<file path="config.mk">
export PLATFORM = sky130hd
export DESIGN_NAME = counter_run_ctrl
export DESIGN_NICKNAME = d
export VERILOG_FILES = /design/src/rtl/counter_run_ctrl.sv
export SDC_FILE = /design/constraint.sdc
export NUM_CORES = 1
export LEC_CHECK = 0
export BUFFER_PORTS_ARGS = -buffer_cell sky130_fd_sc_hd__clkbuf_2
export CORE_MARGIN = 1.5
export CORE_UTILIZATION = 30
export CTS_CLUSTER_SIZE = 24
export DETAILED_ROUTE_END_ITERATION = 8
export HOLD_SLACK_MARGIN = 0.08
export SLEW_MARGIN = 20
export SYNTH_ARGS = -nofsm -noshare
export SYNTH_HDL_FRONTEND = slang
export SYNTH_SLANG_ARGS = --single-unit
</file>
<file path="constraint.sdc">
create_clock -name clk -period 2.7 [get_ports clk]
set_clock_uncertainty 0.05 [all_clocks]
set_input_delay 0.81 -clock clk [delete_from_list [all_inputs] [get_ports clk]]
set_output_delay 0.81 -clock clk [all_outputs]
set_load 0.005 [all_outputs]
</file>
<file path="src/rtl/counter_run_ctrl.sv">
// counter_run_ctrl - RUN/PAUSE/DONE run controller and tick prescaler for the mod-15/mod-115 BCD counter.
// Optional feature: AUTO_RELOAD_EN (DONE reloads to RUN after DONE_HOLD ticks).
module counter_run_ctrl #(
    parameter int TICK_DIV  = 25000000,
    parameter int DONE_HOLD = 3
) (
    input  logic       clk,
    input  logic       rst,
    input  logic       key_start,
    input  logic       key_clear,
    input  logic       m_req,
    input  logic       tc,
    output logic       clk1,
    output logic       en,
    output logic       m,
    output logic       clr_n,
    output logic [1:0] state,
    output logic       done
);

    typedef enum logic [1:0] {
        IDLE  = 2'b00,
        RUN   = 2'b01,
        PAUSE = 2'b10,
        DONE  = 2'b11
    } state_t;

    localparam logic [26:0] PRESC_TOP = 27'(TICK_DIV - 1);

    state_t      cur;
    state_t      nxt;
    logic [26:0] presc;
    logic [26:0] presc_nxt;
    logic        clk1_nxt;
    logic        clr_req;
    logic        running;

`ifdef AUTO_RELOAD_EN
    localparam int HW = $clog2(DONE_HOLD + 1);
    logic [HW-1:0] hold;
    logic [HW-1:0] hold_nxt;
    logic          reload;

    assign reload  = clk1 && (hold == HW'(DONE_HOLD - 1));
    assign running = (cur == RUN) || (cur == DONE);
`else
    assign running = (cur == RUN);
`endif

    always_comb begin
        nxt     = cur;
        clr_req = 1'b0;
        case (cur)
            IDLE:  if (key_start) nxt = RUN;
            RUN: begin
                if (tc)             nxt = DONE;
                else if (key_start) nxt = PAUSE;
            end
            PAUSE: if (key_start) nxt = RUN;
            DONE: begin
                if (key_start) begin
                    nxt     = IDLE;
                    clr_req = 1'b1;
                end
`ifdef AUTO_RELOAD_EN
                else if (reload) begin
                    nxt     = RUN;
                    clr_req = 1'b1;
                end
`endif
            end
            default: nxt = IDLE;
        endcase
        if (key_clear) begin
            nxt     = IDLE;
            clr_req = 1'b1;
        end
    end

    // The prescaler only advances while the state stays put, so no tick can
    // coincide with leaving RUN and PAUSE keeps the partial count.
    always_comb begin
        presc_nxt = presc;
        clk1_nxt  = 1'b0;
        if (nxt == IDLE || (cur != RUN && nxt == RUN && cur != PAUSE)) begin
            presc_nxt = '0;
        end else if (running && cur == nxt) begin
            presc_nxt = (presc == PRESC_TOP) ? 27'd0 : presc + 27'd1;
            clk1_nxt  = (presc_nxt == PRESC_TOP);
        end
    end

`ifdef AUTO_RELOAD_EN
    always_comb begin
        hold_nxt = hold;
        if (nxt != DONE)
            hold_nxt = '0;
        else if (cur == DONE && clk1)
            hold_nxt = hold + HW'(1);
    end

    always_ff @(posedge clk or posedge rst) begin
        if (rst) hold <= '0;
        else     hold <= hold_nxt;
    end
`endif

    always_ff @(posedge clk or posedge rst) begin
        if (rst) begin
            cur   <= IDLE;
            presc <= '0;
            clk1  <= 1'b0;
            en    <= 1'b0;
            m     <= 1'b1;
            clr_n <= 1'b0;
            done  <= 1'b0;
        end else begin
            cur   <= nxt;
            presc <= presc_nxt;
            clk1  <= clk1_nxt;
            en    <= (nxt == RUN);
            clr_n <= ~clr_req;
            done  <= (cur == RUN) && (nxt == DONE);
            if (cur == IDLE && nxt == RUN)
                m <= m_req;
        end
    end

    assign state = cur;

endmodule

</file>
==> results of run 1 <==
[through the flow]
step / total power, mW / util (%) / std cells / hold slack (ns)
global placement: 0.609 / 32.5 / 374 / 0.470
finish: 1.00 / 33.7 / 382 / 0.481
floorplan: 0.583 / - / 267 / 0.436
CTS: 1.02 / 33.7 / 382 / 0.486
global route: 1.06 / 33.7 / 382 / 0.541
detailed placement: 0.610 / 32.5 / 374 / 0.471
[power groups by stage]
stage               Sequential [mW]  Clock (mW)  Combinational, mW
detailed placement            0.536           0             0.0738
floorplan                     0.537           0             0.0457
CTS                           0.526       0.418             0.0743
global placement              0.536           0             0.0731
global route                  0.528       0.446             0.0825
finish                        0.526       0.402             0.0728
[area by class of cell]
type	instances	area (sq um)	share of cell area, %
Multi-Input combinational cell	209	1360	52.1
Sequential cell	34	852	32.7
Timing Repair Buffer	25	158	6.05
Tap cell	102	128	4.90
Clock buffer	6	82.6	3.17
Inverter	4	15.0	0.576
Clock inverter	2	12.5	0.480
[cells in the mapped netlist, types with 3 or more instances]
| cell | number | share of area [%] |
|---|---|---|
| or2b_1 | 3 | 0.94 |
| xor2_1 | 6 | 2.2 |
| nor2_1 | 20 | 3.1 |
| o21ai_1 | 14 | 2.9 |
| a21oi_1 | 13 | 2.7 |
| nand2b_1 | 4 | 1.0 |
| buf_6 | 8 | 3.8 |
| and3_1 | 8 | 2.1 |
| a31oi_1 | 3 | 0.79 |
| xnor2_1 | 4 | 1.5 |
| o41ai_1 | 3 | 1.1 |
| o31ai_1 | 14 | 4.4 |
| o21ai_0 | 23 | 4.8 |
| nor4_1 | 5 | 1.3 |
| or4_1 | 4 | 1.3 |
| nand2_1 | 22 | 3.5 |
| nand3_1 | 13 | 2.7 |
| clkbuf_1 | 7 | 1.1 |
| inv_1 | 4 | 0.63 |
| nor3_1 | 6 | 1.3 |
| dfrtp_1 | 33 | 35 |
| nand4_1 | 5 | 1.3 |
[per-layer routing]
| layer | share of wire, % | vias to the layer above | global-route usage, % |
|---|---|---|---|
| li1 | - | 1018 | - |
| met1 | 49 | 995 | 19.9 |
| met3 | 3.9 | 5 | 3.65 |
| met5 | 0 | - | 0 |
| met4 | 1.1 | 0 | 4.62 |
| met2 | 46 | 41 | 22.9 |
[registers in the layout (all words and copies together), names as in the netlist]
signal and count:
presc 27, state 2, clk1 1, clr_n 1
done 1, en 1, m 1
[worst register-to-register path, stage by stage, from the launching register on]
cell and delay [ns]:
dfrtp_1 0.45, ha_1 0.33, and3_1 0.36, nand2_1 0.08, nor4_1 0.43, xor2_1 0.19, nand3_1 0.12, nor4_2 0.27
[logic make-up after synthesis]
group	after synthesis	share of synthesized area, %
xor+xnor	10	3.67
compound gates	79	20.3
simple gates	118	31.9
buf+inv	24	7.39
mux	1	0.472
fa+ha+maj	1	0.524
flops	34	35.7
[path summary, 6_finish.rpt]
| check | to | slack (ns) | cells after the start |
|---|---|---|---|
| worst max-delay path | clk1 | 0.32 | 7 |
| worst min-delay path | presc[26] | 0.48 | 1 |
| worst max register to register | clk1 | 0.32 | 7 |
| worst min register to register | presc[26] | 0.48 | 1 |
| max in group asynchronous | m | 1.73 | 3 |
| min in group asynchronous | presc[15] | 0.54 | 3 |
==> results_dict.tcl, run 1 <==
set metrics [dict create \
    cp-startpoint "presc[1]" \
    drtAntennaViolNets 0 \
    syn_inst 267 \
    crit_family "simple AND/OR/NAND/NOR gates" \
    crit_slowest_cell "dfrtp_1" \
    min_path_type "flip-flop to flip-flop" \
    die_area_sq_um 8500 \
    grt.overflow.total 0 \
    peakVddDrop_mv 0.230 \
    hpwl_mm 4.06 \
    wl_mm 5.71 \
    cts_num_sinks 34 \
    cts_resized 0 \
    drv_slew 0 \
    htree_levels 2 \
    postCtsSetupRepairBufs 0 \
    fp.dieW_microns 92.2 \
    coreArea_sq_um 7730 \
    slowest_delay_ns 0.45 \
    synthArstFlopShare_pct 100 \
    track_usage_pct 14.7 \
    antennaDiodeCount 0 \
    synth.avg_cell_area_sq_um 8.94 \
    path_buf_inv 0 \
    drt_iter0_drc 105 \
    grt_pass1_wl_mm 9.94 \
    area_delta_synth_final_pct 9.18 \
    p_per_area_nw_per_um2 384 \
    ys_types 55 \
    fillCellCount 816 \
    internal_power_mw 0.751 \
    status "finished, final reports clean" \
    path_class "flip-flop to flip-flop" \
    swShare_pct 25.0 \
    setup-tns-final_ns 0 \
    drv_cap 0 \
    drc 0 \
    initial_core_util_pct 30.9 \
    die_h_microns 92.2 \
    pwr-share-clk_pct 40.2 \
    mostFrequentLayoutCell "dfrtp_1" \
    ys_ff_latch 34 \
    vias_per_cell 5.39 \
    cts_tree "built" \
    design_area_sq_um 2610 \
    routabilityCongestion 0.855 \
    slew_headroom_pct 65.9 \
    tritoncts.num_buffers 5 \
    synthesis.area_sq_um 2390 \
    ctsHoldBuffers 0 \
    min_period_ns 2.38 \
    required_ns 2.85 \
    io_pins 13 \
    pre_cts_slack_ns 0.200 \
    yosysWarnings 0 \
    r2r-start "presc[1]" \
    critical_path_arrival_ns 2.53 \
    clockBufferDepth 2 \
    pwr-share-comb_pct 7.3 \
    port_buffers 12 \
    layout_common_cells "dfrtp_1 (33), o21ai_0 (23), nand2_1 (22)" \
    cts_root_buf "clkbuf_8" \
    fp-row-count 32 \
    hold_viol_final 0 \
    grt_max_degree 35 \
    syn-num-nets 274 \
    tightest_slew_ns 0.507 \
    path_max_fanout 6 \
    cts.clk_slew.worst_paths_ns 0.07 \
    nets 286 \
    p_leak_nw 1.08 \
    crit_path_start_kind "flip-flop" \
    rsz0062_at_grt "no" \
    drive_above_1_share_pct 20.4 \
    clk_latency_ns 0.30 \
    synthFlopType "dfrtp_1" \
    setup_viol 0 \
    firstDrtPassIters 4 \
    switchingPower_mw 0.250 \
    fmax_mhz 420 \
    fin_ws_ns 0.317 \
    postPlaceCellArea_sq_um 2510 \
    worstSetupEndpointType "flip-flop" \
    min_from "presc[26]" \
    vias 2059 \
    grt_pass1_vias 1991 \
    p_seq_share_pct 52.6 \
    wl_per_cell_microns 15.0 \
    synth_edf_count 0 \
    antenna_found_initial 0 \
    seq_area_frac_synth_pct 35.7 \
    critical_path.cell_chain "ha_1 -> and3_1 -> nand2_1 -> nor4_1 -> xor2_1 -> nand3_1 -> nor4_2" \
    period_share_pct 88.3 \
]
Note: power is estimated with default switching activity, not from simulation.
==> run 2: changes to the inputs <==
- clock period: 2.7 -> 2.45 ns (I/O delays scaled with it)
==> run 2 against run 1 <==
Compared with the run above: critical path depth decreased by 1; global-route usage increased by 0.15 points; clock power increased by 9.5%; hold slack got worse by 0.013 ns; fmax increased by 6.0%; final area increased by 4.4%; total power increased by 10%; largest cell class unchanged; critical endpoint unchanged; highest routed layer unchanged; via count increased by 3.1%; sequential power increased by 10%.
==> results_dict.tcl, run 2 (same netlist as run 1, synthesis figures left out) <==
set metrics [dict create \
    hold_viol_final 0 \
    grt_pass1_vias 1964 \
    mostFrequentLayoutCell "dfrtp_1" \
    cts.clk_slew.worst_paths_ns 0.07 \
    setup_viol 0 \
    fp-row-count 32 \
    cts_tree "built" \
    hpwl_mm 4.31 \
    regMostFlops "presc" \
    tightest_slew_ns 0.506 \
    min_period_ns 2.25 \
    peakVddDrop_mv 0.278 \
    drtAntennaViolNets 0 \
    antennaDiodeCount 0 \
    path_max_fanout 8 \
    placedCellCount 389 \
    slew_headroom_pct 66.0 \
    die_h_microns 92.2 \
    p_per_area_nw_per_um2 406 \
    setup-tns-final_ns 0 \
    firstDrtPassIters 4 \
    vias 2122 \
    design_area_sq_um 2720 \
    wl_mm 5.77 \
    drt_iter0_drc 167 \
    worst_hold_slack_ns 0.468 \
    worstSetupEndpointType "flip-flop" \
    routabilityCongestion 0.943 \
    rsz0062_at_grt "no" \
    fin_ws_ns 0.201 \
    nets 301 \
    drive_above_1_share_pct 24.7 \
    fp.dieW_microns 92.2 \
    drv_cap 0 \
    wl_per_cell_microns 14.5 \
    crit_slowest_cell "dfrtp_1" \
    pre_cts_slack_ns -0.00629 \
    p_leak_nw 1.16 \
    critical_path.cell_chain "and4_2 -> nand2_1 -> xor2_1 -> nor4_1 -> nand4_1 -> nor4_2" \
    layout_common_cells "dfrtp_1 (33), buf_4 (28), o21ai_0 (23)" \
    grt_pass1_wl_mm 10.0 \
    status "finished, final reports clean" \
    grt_max_degree 35 \
    drv_slew 0 \
    min_path_type "input pin to async pin" \
    slowest_delay_ns 0.55 \
    initial_core_util_pct 30.9 \
    antenna_found_initial 0 \
    clk_latency_ns 0.29 \
    vias_per_cell 5.35 \
    path_class "flip-flop to flip-flop" \
    r2r-start "presc[2]" \
    postPlaceCellArea_sq_um 2620 \
    largest_reg_flops 27 \
    reg2reg_to "clk1" \
    die_area_sq_um 8500 \
    cts_num_sinks 34 \
    grt.overflow.total 0 \
    final_util_pct 35.2 \
    port_buffers 12 \
    track_usage_pct 14.8 \
    r2r_slack_ns 0.20 \
    crit_family "simple AND/OR/NAND/NOR gates" \
    required_ns 2.60 \
    tritoncts.num_buffers 5 \
    r2r_cells 6 \
    fmax_mhz 445 \
    instances_no_fill 397 \
    cts_root_buf "clkbuf_8" \
    area_delta_synth_final_pct 14.0 \
    clockBufferDepth 2 \
    coreArea_sq_um 7730 \
    io_pins 13 \
    finalPower_mw 1.10 \
    critical_path_arrival_ns 2.40 \
    htree_levels 2 \
    period_share_pct 91.8 \
    drc 0 \
    crit_path_start_kind "flip-flop" \
    path_buf_inv 0 \
]
-- run 2: tightest hold or removal path, cell delays in order --
cell	delay [ns]
clkbuf_2	0.08
inv_1	0.04
buf_4	0.39
-- run 2: how the worst max path moves through the flow --
stage          slack, ns       from  cells past startpoint        end
2_1_floorplan       0.04  key_start                      7   presc[7]
5_1_grt             0.03   presc[8]                      8  presc[19]
3_3_place_gp       0.003  key_start                      6       clk1
6_report            0.20   presc[2]                      6       clk1
4_1_cts             0.17   presc[2]                      6       clk1
3_5_place_dp      -0.006  key_start                      6       clk1
-- run 2: power by group --
| part | total, mW | internal [mW] | switching, mW |
|---|---|---|---|
| Clock | 0.440 | 0.227 | 0.213 |
| Combinational | 0.0863 | 0.0327 | 0.0537 |
| Sequential | 0.579 | 0.573 | 0.00580 |
| Total | 1.10 | 0.833 | 0.272 |
-- run 2: what timing repair did --
item | 4_1_cts | 5_1_grt
buffers inserted | 0 | 0
hold endpoints to repair | 0 | 0
hold buffers | 0 | 0
setup endpoints to repair | 0 | 3
resized for setup | 0 | 2
-- run 2: routing by layer --
layer  vias up  global-route usage, %  wire, microns
li1       1049                      -              -
met5         -                      0              0
met1      1031                   21.0           2800
met2        36                   22.8           2710
met4         0                   4.23             57
met3         6                   2.90            202
-- run 2: final cells by class --
| type | instances | area, sq um |
|---|---|---|
| Timing Repair Buffer | 40 | 270 |
| Inverter | 4 | 15.0 |
| Tap cell | 102 | 128 |
| Clock inverter | 1 | 5.00 |
| Multi-Input combinational cell | 209 | 1360 |
| Clock buffer | 7 | 86.3 |
| Fill cell | 791 | 5010 |
| Sequential cell | 34 | 852 |
==> run 3: changes to the inputs <==
- PLACE_DENSITY: unset -> 0.46
==> run 3 against run 2 <==
Compared with the run above: first-iteration DRC count fell by 49%; total power rose by 0.28%; critical path depth unchanged; count of clock-buffer cells in the layout unchanged; die area stayed put; critical path type unchanged; critical endpoint unchanged.
==> results_dict.tcl, run 3 (same netlist as run 1, synthesis figures left out) <==
set metrics [dict create \
    status "finished, final reports clean" \
    drv_cap 0 \
    path_max_fanout 6 \
    fp.dieW_microns 92.2 \
    required_ns 2.61 \
    drive_above_1_share_pct 23.8 \
    setup-tns-final_ns 0 \
    drtAntennaViolNets 0 \
    critical_path.cell_chain "nand4_2 -> or4_4 -> nor3_4 -> xor2_1 -> nand3_1 -> nor4_2" \
    fp-row-count 32 \
    htree_levels 2 \
    rsz0062_at_grt "no" \
    io_pins 13 \
    nets 300 \
    switchingPower_mw 0.276 \
    crit_family "simple AND/OR/NAND/NOR gates" \
    postCtsSetupRepairBufs 0 \
    cts.clk_slew.worst_paths_ns 0.08 \
    cts_resized 0 \
    slew_headroom_pct 67.3 \
    peakVddDrop_mv 0.251 \
    largest_reg_flops 27 \
    firstDrtPassIters 4 \
    routabilityCongestion 0.841 \
    setup_viol 0 \
    period_share_pct 91.4 \
    antenna_found_initial 0 \
    critical_path_arrival_ns 2.39 \
    p_seq_share_pct 52.3 \
    pwr-share-comb_pct 7.6 \
    r2r_slack_ns 0.21 \
    fillCellCount 796 \
    min_period_ns 2.24 \
    antennaDiodeCount 0 \
    tritoncts.num_buffers 5 \
    final_util_pct 35.2 \
    tightest_slew_ns 0.487 \
    cts_tree "built" \
    pre_cts_slack_ns 0.0640 \
    wl_per_cell_microns 15.4 \
    min_path_type "input pin to async pin" \
    port_buffers 12 \
    slowest_delay_ns 0.61 \
    grt_max_degree 35 \
    drc 0 \
    grt_pass1_vias 1964 \
    cts_num_sinks 34 \
    layout_common_cells "dfrtp_1 (33), buf_4 (26), o21ai_0 (23)" \
    cts_root_buf "clkbuf_8" \
    wl_mm 6.11 \
    regMostFlops "presc" \
    drv_slew 0 \
    vias_per_cell 5.25 \
    crit_path_start_kind "flip-flop" \
    ctsHoldBuffers 0 \
    clk_latency_ns 0.29 \
    die_h_microns 92.2 \
    grt.overflow.total 0 \
    swShare_pct 24.9 \
    p_per_area_nw_per_um2 408 \
    fin_ws_ns 0.211 \
    path_buf_inv 0 \
    fmax_mhz 447 \
    hpwl_mm 4.40 \
    finalPower_mw 1.11 \
    drt_iter0_drc 86 \
    area_delta_synth_final_pct 13.9 \
    pwr-share-clk_pct 40.1 \
    crit_slowest_cell "or4_4" \
    track_usage_pct 15.7 \
    grt_pass1_wl_mm 10.3 \
    path_class "flip-flop to flip-flop" \
    worstSetupEndpointType "flip-flop" \
    mostFrequentLayoutCell "dfrtp_1" \
    initial_core_util_pct 30.9 \
    die_area_sq_um 8500 \
    clockBufferDepth 2 \
    hold_viol_final 0 \
    vias 2078 \
    p_leak_nw 1.16 \
    internal_power_mw 0.832 \
    coreArea_sq_um 7730 \
]
==> run 3: through the flow <==
step | hold WS [ns] | area, sq um | cells
floorplan | 0.436 | 2390 | 267
global placement | 0.488 | 2630 | 388
detailed placement | 0.484 | 2630 | 388
CTS | 0.489 | 2720 | 396
global route | 0.526 | 2720 | 396
finish | 0.473 | 2720 | 396
==> run 3: cell type report <==
cell class / instances / area (sq um) / share of cell area [%]
Sequential cell: 34 / 852 / 31.3
Clock buffer: 7 / 86.3 / 3.18
Multi-Input combinational cell: 209 / 1360 / 49.9
Tap cell: 102 / 128 / 4.69
Clock inverter: 1 / 5.00 / 0.184
Inverter: 4 / 15.0 / 0.552
Timing Repair Buffer: 39 / 275 / 10.1
==> run 3: power by group through the flow <==
stage | combinational [mW] | sequential, mW | clock, mW
2_1_floorplan | 0.0503 | 0.592 | 0
3_3_place_gp | 0.0876 | 0.590 | 0
3_5_place_dp | 0.0869 | 0.590 | 0
4_1_cts | 0.0873 | 0.579 | 0.472
5_1_grt | 0.0964 | 0.581 | 0.494
6_report | 0.0845 | 0.579 | 0.444
==> run 3: final timing paths <==
kind / from / to / cells past startpoint
worst max-delay path: presc[7] / clk1 / 6
max in group asynchronous: rst / m / 3
worst min-delay path: rst / presc[13] / 3
worst max register to register: presc[7] / clk1 / 6
min in group clk: presc[24] / presc[24] / 1
worst min register to register: presc[24] / presc[24] / 1
==> run 3: worst reg2reg max path, stage by stage (launching register included) <==
cell and delay, ns:
dfrtp_1 0.47, nand4_2 0.22, or4_4 0.61, nor3_4 0.23, xor2_1 0.18, nand3_1 0.13, nor4_2 0.27
==> run 3: layer usage <==
metal / up-vias / global-route usage, % / wire, microns
met5: - / 0 / 0
met4: 0 / 5.90 / 110
met3: 8 / 2.99 / 195
met2: 20 / 23.8 / 2790
met1: 1006 / 22.1 / 3020
li1: 1044 / - / -
